[config.mk]
export PLATFORM = sky130hd
export DESIGN_NAME = mem_port_arbiter
export DESIGN_NICKNAME = d
export VERILOG_FILES = /design/src/rtl/mem_port_arbiter.sv
export SDC_FILE = /design/constraint.sdc
export NUM_CORES = 1
export LEC_CHECK = 0
export BUFFER_PORTS_ARGS = -buffer_cell sky130_fd_sc_hd__buf_2
export CAP_MARGIN = 0
export CORE_AREA = 2 2 110 112
export CTS_CLUSTER_SIZE = 14
export DETAILED_ROUTE_END_ITERATION = 10
export DIE_AREA = 0 0 112 114
export PLACE_DENSITY_LB_ADDON = 0.1
export REMOVE_ABC_BUFFERS = 1
export SLEW_MARGIN = 40
export SYNTH_ARGS = -nofsm -noshare
export SYNTH_HDL_FRONTEND = slang
export SYNTH_SLANG_ARGS = --single-unit
[constraint.sdc]
create_clock -name clk -period 2.65 [get_ports clk]
set_input_delay 0.795 -clock clk [delete_from_list [all_inputs] [get_ports clk]]
set_output_delay 0.795 -clock clk [all_outputs]
set_load 0.005 [all_outputs]
[src/rtl/mem_port_arbiter.sv]
// Arbitrates the IF and load/store requesters onto one memory port and
// returns each in-order response to the requester that issued it.
module mem_port_arbiter #(
    parameter int MAX_OUTST = 2,
    parameter bit DATA_PRIO = 1'b1
) (
    input  logic                         clk,
    input  logic                         resetn,
    input  logic                         inst_req,
    input  logic [31:0]                  inst_addr,
    output logic                         inst_addr_ok,
    output logic                         inst_data_ok,
    output logic [31:0]                  inst_rdata,
    input  logic                         data_req,
    input  logic                         data_wr,
    input  logic [1:0]                   data_size,
    input  logic [31:0]                  data_addr,
    input  logic [3:0]                   data_wstrb,
    input  logic [31:0]                  data_wdata,
    output logic                         data_addr_ok,
    output logic                         data_data_ok,
    output logic [31:0]                  data_rdata,
    output logic                         mem_req,
    output logic                         mem_wr,
    output logic [1:0]                   mem_size,
    output logic [31:0]                  mem_addr,
    output logic [3:0]                   mem_wstrb,
    output logic [31:0]                  mem_wdata,
    input  logic                         mem_addr_ok,
    input  logic                         mem_data_ok,
    input  logic [31:0]                  mem_rdata,
    output logic [$clog2(MAX_OUTST):0]   outst_cnt,
    output logic                         rsp_err
);
    localparam int PW = $clog2(MAX_OUTST);
    localparam int CW = PW + 1;

    typedef enum logic [1:0] {IDLE, LOCK_I, LOCK_D} state_t;

    state_t               state_q, state_d;
    logic                 gnt_i, gnt_d;
    logic                 full, push, pop, head;
    logic [MAX_OUTST-1:0] fifo_q;
    logic [PW-1:0]        wptr_q, rptr_q;
    logic [CW-1:0]        cnt_q;
    logic                 err_q;

    assign full = (cnt_q == CW'(MAX_OUTST));

    // A stalled request keeps its grant so its fields stay stable until accepted.
    always_comb begin
        gnt_i   = 1'b0;
        gnt_d   = 1'b0;
        state_d = state_q;
        unique case (state_q)
            IDLE: begin
                gnt_d = data_req & (DATA_PRIO | ~inst_req);
                gnt_i = inst_req & ~gnt_d;
                if ((inst_req | data_req) && !full && !mem_addr_ok)
                    state_d = gnt_d ? LOCK_D : LOCK_I;
            end
            LOCK_I: begin
                gnt_i = inst_req;
                if (!inst_req || (!full && mem_addr_ok))
                    state_d = IDLE;
            end
            LOCK_D: begin
                gnt_d = data_req;
                if (!data_req || (!full && mem_addr_ok))
                    state_d = IDLE;
            end
            default: state_d = IDLE;
        endcase
    end

    always_comb begin
        mem_wr    = 1'b0;
        mem_size  = 2'd0;
        mem_addr  = 32'd0;
        mem_wstrb = 4'd0;
        mem_wdata = 32'd0;
        if (gnt_d) begin
            mem_wr    = data_wr;
            mem_size  = data_size;
            mem_addr  = data_addr;
            mem_wstrb = data_wstrb;
            mem_wdata = data_wdata;
        end else if (gnt_i) begin
            mem_size  = 2'd2;
            mem_addr  = inst_addr;
        end
    end

    assign mem_req      = (gnt_i | gnt_d) & ~full;
    assign push         = mem_req & mem_addr_ok;
    assign inst_addr_ok = push & gnt_i;
    assign data_addr_ok = push & gnt_d;

    assign pop          = mem_data_ok & (cnt_q != '0);
    assign head         = fifo_q[rptr_q];
    assign inst_data_ok = pop & ~head;
    assign data_data_ok = pop & head;
    assign inst_rdata   = inst_data_ok ? mem_rdata : 32'd0;
    assign data_rdata   = data_data_ok ? mem_rdata : 32'd0;

    assign outst_cnt    = cnt_q;
    assign rsp_err      = err_q;

    always_ff @(posedge clk) begin
        if (!resetn) begin
            state_q <= IDLE;
            fifo_q  <= '0;
            wptr_q  <= '0;
            rptr_q  <= '0;
            cnt_q   <= '0;
            err_q   <= 1'b0;
        end else begin
            state_q <= state_d;
            if (push) begin
                fifo_q[wptr_q] <= gnt_d;
                wptr_q         <= wptr_q + PW'(1);
            end
            if (pop)
                rptr_q <= rptr_q + PW'(1);
            if (push && !pop)
                cnt_q <= cnt_q + CW'(1);
            else if (pop && !push)
                cnt_q <= cnt_q - CW'(1);
            if (mem_data_ok && cnt_q == '0)
                err_q <= 1'b1;
        end
    end
endmodule

==> results by group <==
STA
  – Slew Limit Fails: 0
  – Final hold slack: 0.490 ns
  – Final setup viols: 0
  – FMAX: 0.388 GHz
  – RSZ-0062 raised after global routing: false
  – Post-route minimum period: 2.58 ns
  – Fin. Hold Viols: 0
  – Slew headroom: 77.8%
  – Least-Margin Pin Slew: 0.332 ns
  – Final Skew: 0.000505 ns
  – Final Cycle Share: 97.3%

Clock network
  – CTS root buffer: clkbuf_16
  – CTS Buf Count: 3
  – Post-cts sizing count: 0
  – Clock latency on the worst-skew pair: 0.23 ns
  – CTS sink cnt: 9
  – CTS tree: built
  – H-Tree Depth: 1
  – CTS Buffer Depth: 2
  – # Post-CTS Setup Buffers: 0
  – Hold Buf Count CTS: 0
  – Reg clk slew, reported paths: 0.04 ns

Worst hold path
  – HP Start: rsp_err$_SDFFE_PN0P_
  – Worst min-delay path category: flip-flop to flip-flop
  – Hold Path Depth: 2
  – Hold endpoint: rsp_err$_SDFFE_PN0P_

Detailed routing
  – Iteration-0 DRC Markers: 131
  – Final ANT Viol Nets: 0
  – Post-DR wirelength/cell: 18.9 µm
  – Via count: 2,639
  – DR vias/cell: 4.16
  – Routed WL: 12.0 mm
  – Drt drc: 0
  – DR pass1 iterations: 4

Setup path
  – Internal reg-to-reg setup slack: 0.78 ns
  – Critical Path RT: 1.86 ns
  – Worst Setup Start Kind: input pin
  – Setup crit end kind: primary output
  – Crit-path leading delay family: buffers and inverters
  – Critical path class: input pin to primary output
  – CP peak stage delay: 0.26 ns
  – Critical path, cell by cell: buf_2, nor2b_4, buf_12, a22o_1, buf_2
  – Critical R2R Capture: outst_cnt[1]$_SDFFE_PN0P_
  – Worst R2R Start: state_q[0]$_SDFFE_PN0P_
  – Worst Path Max Fanout: 71
  – CP max stage cell: buf_12
  – Buf+Inv Stages, Crit Path: 3
  – Critical path depth: 5
  – Worst reg2reg path depth: 7
  – Crit path top cell by count: buf_2
  – Critical path arrival: 1.78 ns

Power
  – P per Cell Area: 423 nW/µm²
  – Lkg Pwr: 0.00198 µW
  – Max IR drop VDD: 0.425 mV

Synth
  – Ys flop type: dfxtp_1
  – Ys async rst share: 0%
  – Synth Warn #: 0
  – Yosys reg bits: 9
  – Syn avg cell area: 7.56 µm²
  – Sequential area share after synthesis: 11.3%
  – Unique cell type count in the Yosys netlist: 39
  – Gate Count Post-Synth: 211
  – Post-Syn Area: 1600 µm²
  – EDFF count, synth: 0

Finish
  – Finished Layout Cells: 634
  – Area Growth Syn to Fin: 103%
  – Fill cells: 1,334
  – Most frequent cells in the layout: buf_2 (283), and2_1 (101), a22o_1 (32)
  – Share of cells above drive strength 1: 62.5%
  – Most common cell after layout, fill and taps aside: buf_2
  – Post-layout nets: 628

Floorplan
  – Die area: 12,800 µm²
  – Die width: 112 µm
  – Die span in y: 114 µm
  – CORE AREA: 11,700 µm²
  – I/O pin cnt: 284
  – FP Rows: 40
  – Initial Util: 13.6%

Global routing
  – Total track usage: 16.9%
  – Global route overflow: 0
  – First-pass GRT wire length: 15.7 mm
  – Initial antenna violation count: 6
  – Number of global-route vias before repair: 2,366
  – Largest net degree at the start of global routing: 72

Placed design
  – DP Wirelength: 10.6 mm
  – Placed insts: 628
  – Routability Congestion: 0.804
  – PortBufs: 283

Run status
  – Status: finished, final reports clean

Flow run
  – Maxcap violations: 0
worst max-delay path by stage:
stage	start	endpoint	slack, ns
floorplan	data_req	mem_addr[0]	-0.37
global placement	data_req	mem_wdata[8]	0.09
detailed placement	data_req	mem_addr[14]	0.1
CTS	data_req	mem_addr[14]	0.1
global route	data_req	mem_addr[14]	0.02
finish	data_req	mem_addr[14]	0.07
per-layer routing:
metal	GRT usage [%]	wire length, µm	share of wire [%]
met4	1.71	151	1.3
met3	8.87	1640	14
met2	25.1	5080	42
met5	0	41	0.34
met1	22.5	5050	42
flip-flops by register name, summed over array words and instances (netlist names):
name	count
state_q	2
rptr_q	1
rsp_err	1
wptr_q	1
fifo_q	2
outst_cnt	2
cells in the mapped netlist, types with 3 or more instances:
master    count  area, µm²
and2_1      101        632
a22o_1       32        280
dfxtp_1       9        180
buf_6         6       67.6
buf_2         5       25.0
nand2b_1      5       31.3
nand2_1       4       15.0
nor2_1        4       15.0
and2_2        3       22.5
clkbuf_2      3       15.0
inv_1         3       11.3
worst register-to-register path: stages, from the launching register on:
cell and delay [ns]:
dfxtp_1 0.39, nor2b_4 0.07, buf_4 0.15, o211ai_1 0.27
inv_1 0.08, ha_1 0.32, or3_1 0.38, a21boi_1 0.14
metrics by stage:
step / instance area, µm² / setup WS (ns) / utilization (%) / power, µW / setup TNS (ns)
final: 3240 / 0.0719 / 27.7 / 1370 / 0
after global routing: 3240 / 0.0240 / 27.6 / 1490 / 0
after CTS: 3240 / 0.0966 / 27.6 / 1390 / 0
after detailed placement: 3160 / 0.0968 / 27.0 / 1120 / 0
after global placement: 3160 / 0.0919 / 27.0 / 1130 / 0
after floorplan: 1470 / -0.374 / - / 632 / -12.35
area by class of cell:
type | instances | area, µm² | area share (%)
Timing Repair Buffer | 288 | 1500 | 46.4
Multi-Input combinational cell | 181 | 1280 | 39.4
Tap cell | 147 | 184 | 5.68
Sequential cell | 9 | 180 | 5.56
Clock buffer | 4 | 78.8 | 2.43
Inverter | 3 | 11.3 | 0.347
Antenna cell | 2 | 5.00 | 0.154
report_power, final:
part	internal, µW	switching (µW)	total, µW
combinational	475	418	893
sequential	169	48.3	218
clock	201	60.6	261
logic make-up after synthesis:
| family | count (synthesis) | synth area share, % |
|---|---|---|
| AO/OA/AOI/OAI | 46 | 25.3 |
| XOR/XNOR | 3 | 1.65 |
| adder cells (fa/ha/maj) | 1 | 0.784 |
| buffers and inverters | 21 | 8.63 |
| flip-flops | 9 | 11.3 |
| multiplexers | 2 | 1.49 |
| AND/OR/NAND/NOR | 129 | 50.8 |
No activity file was read; power rests on OpenSTA's default activity.
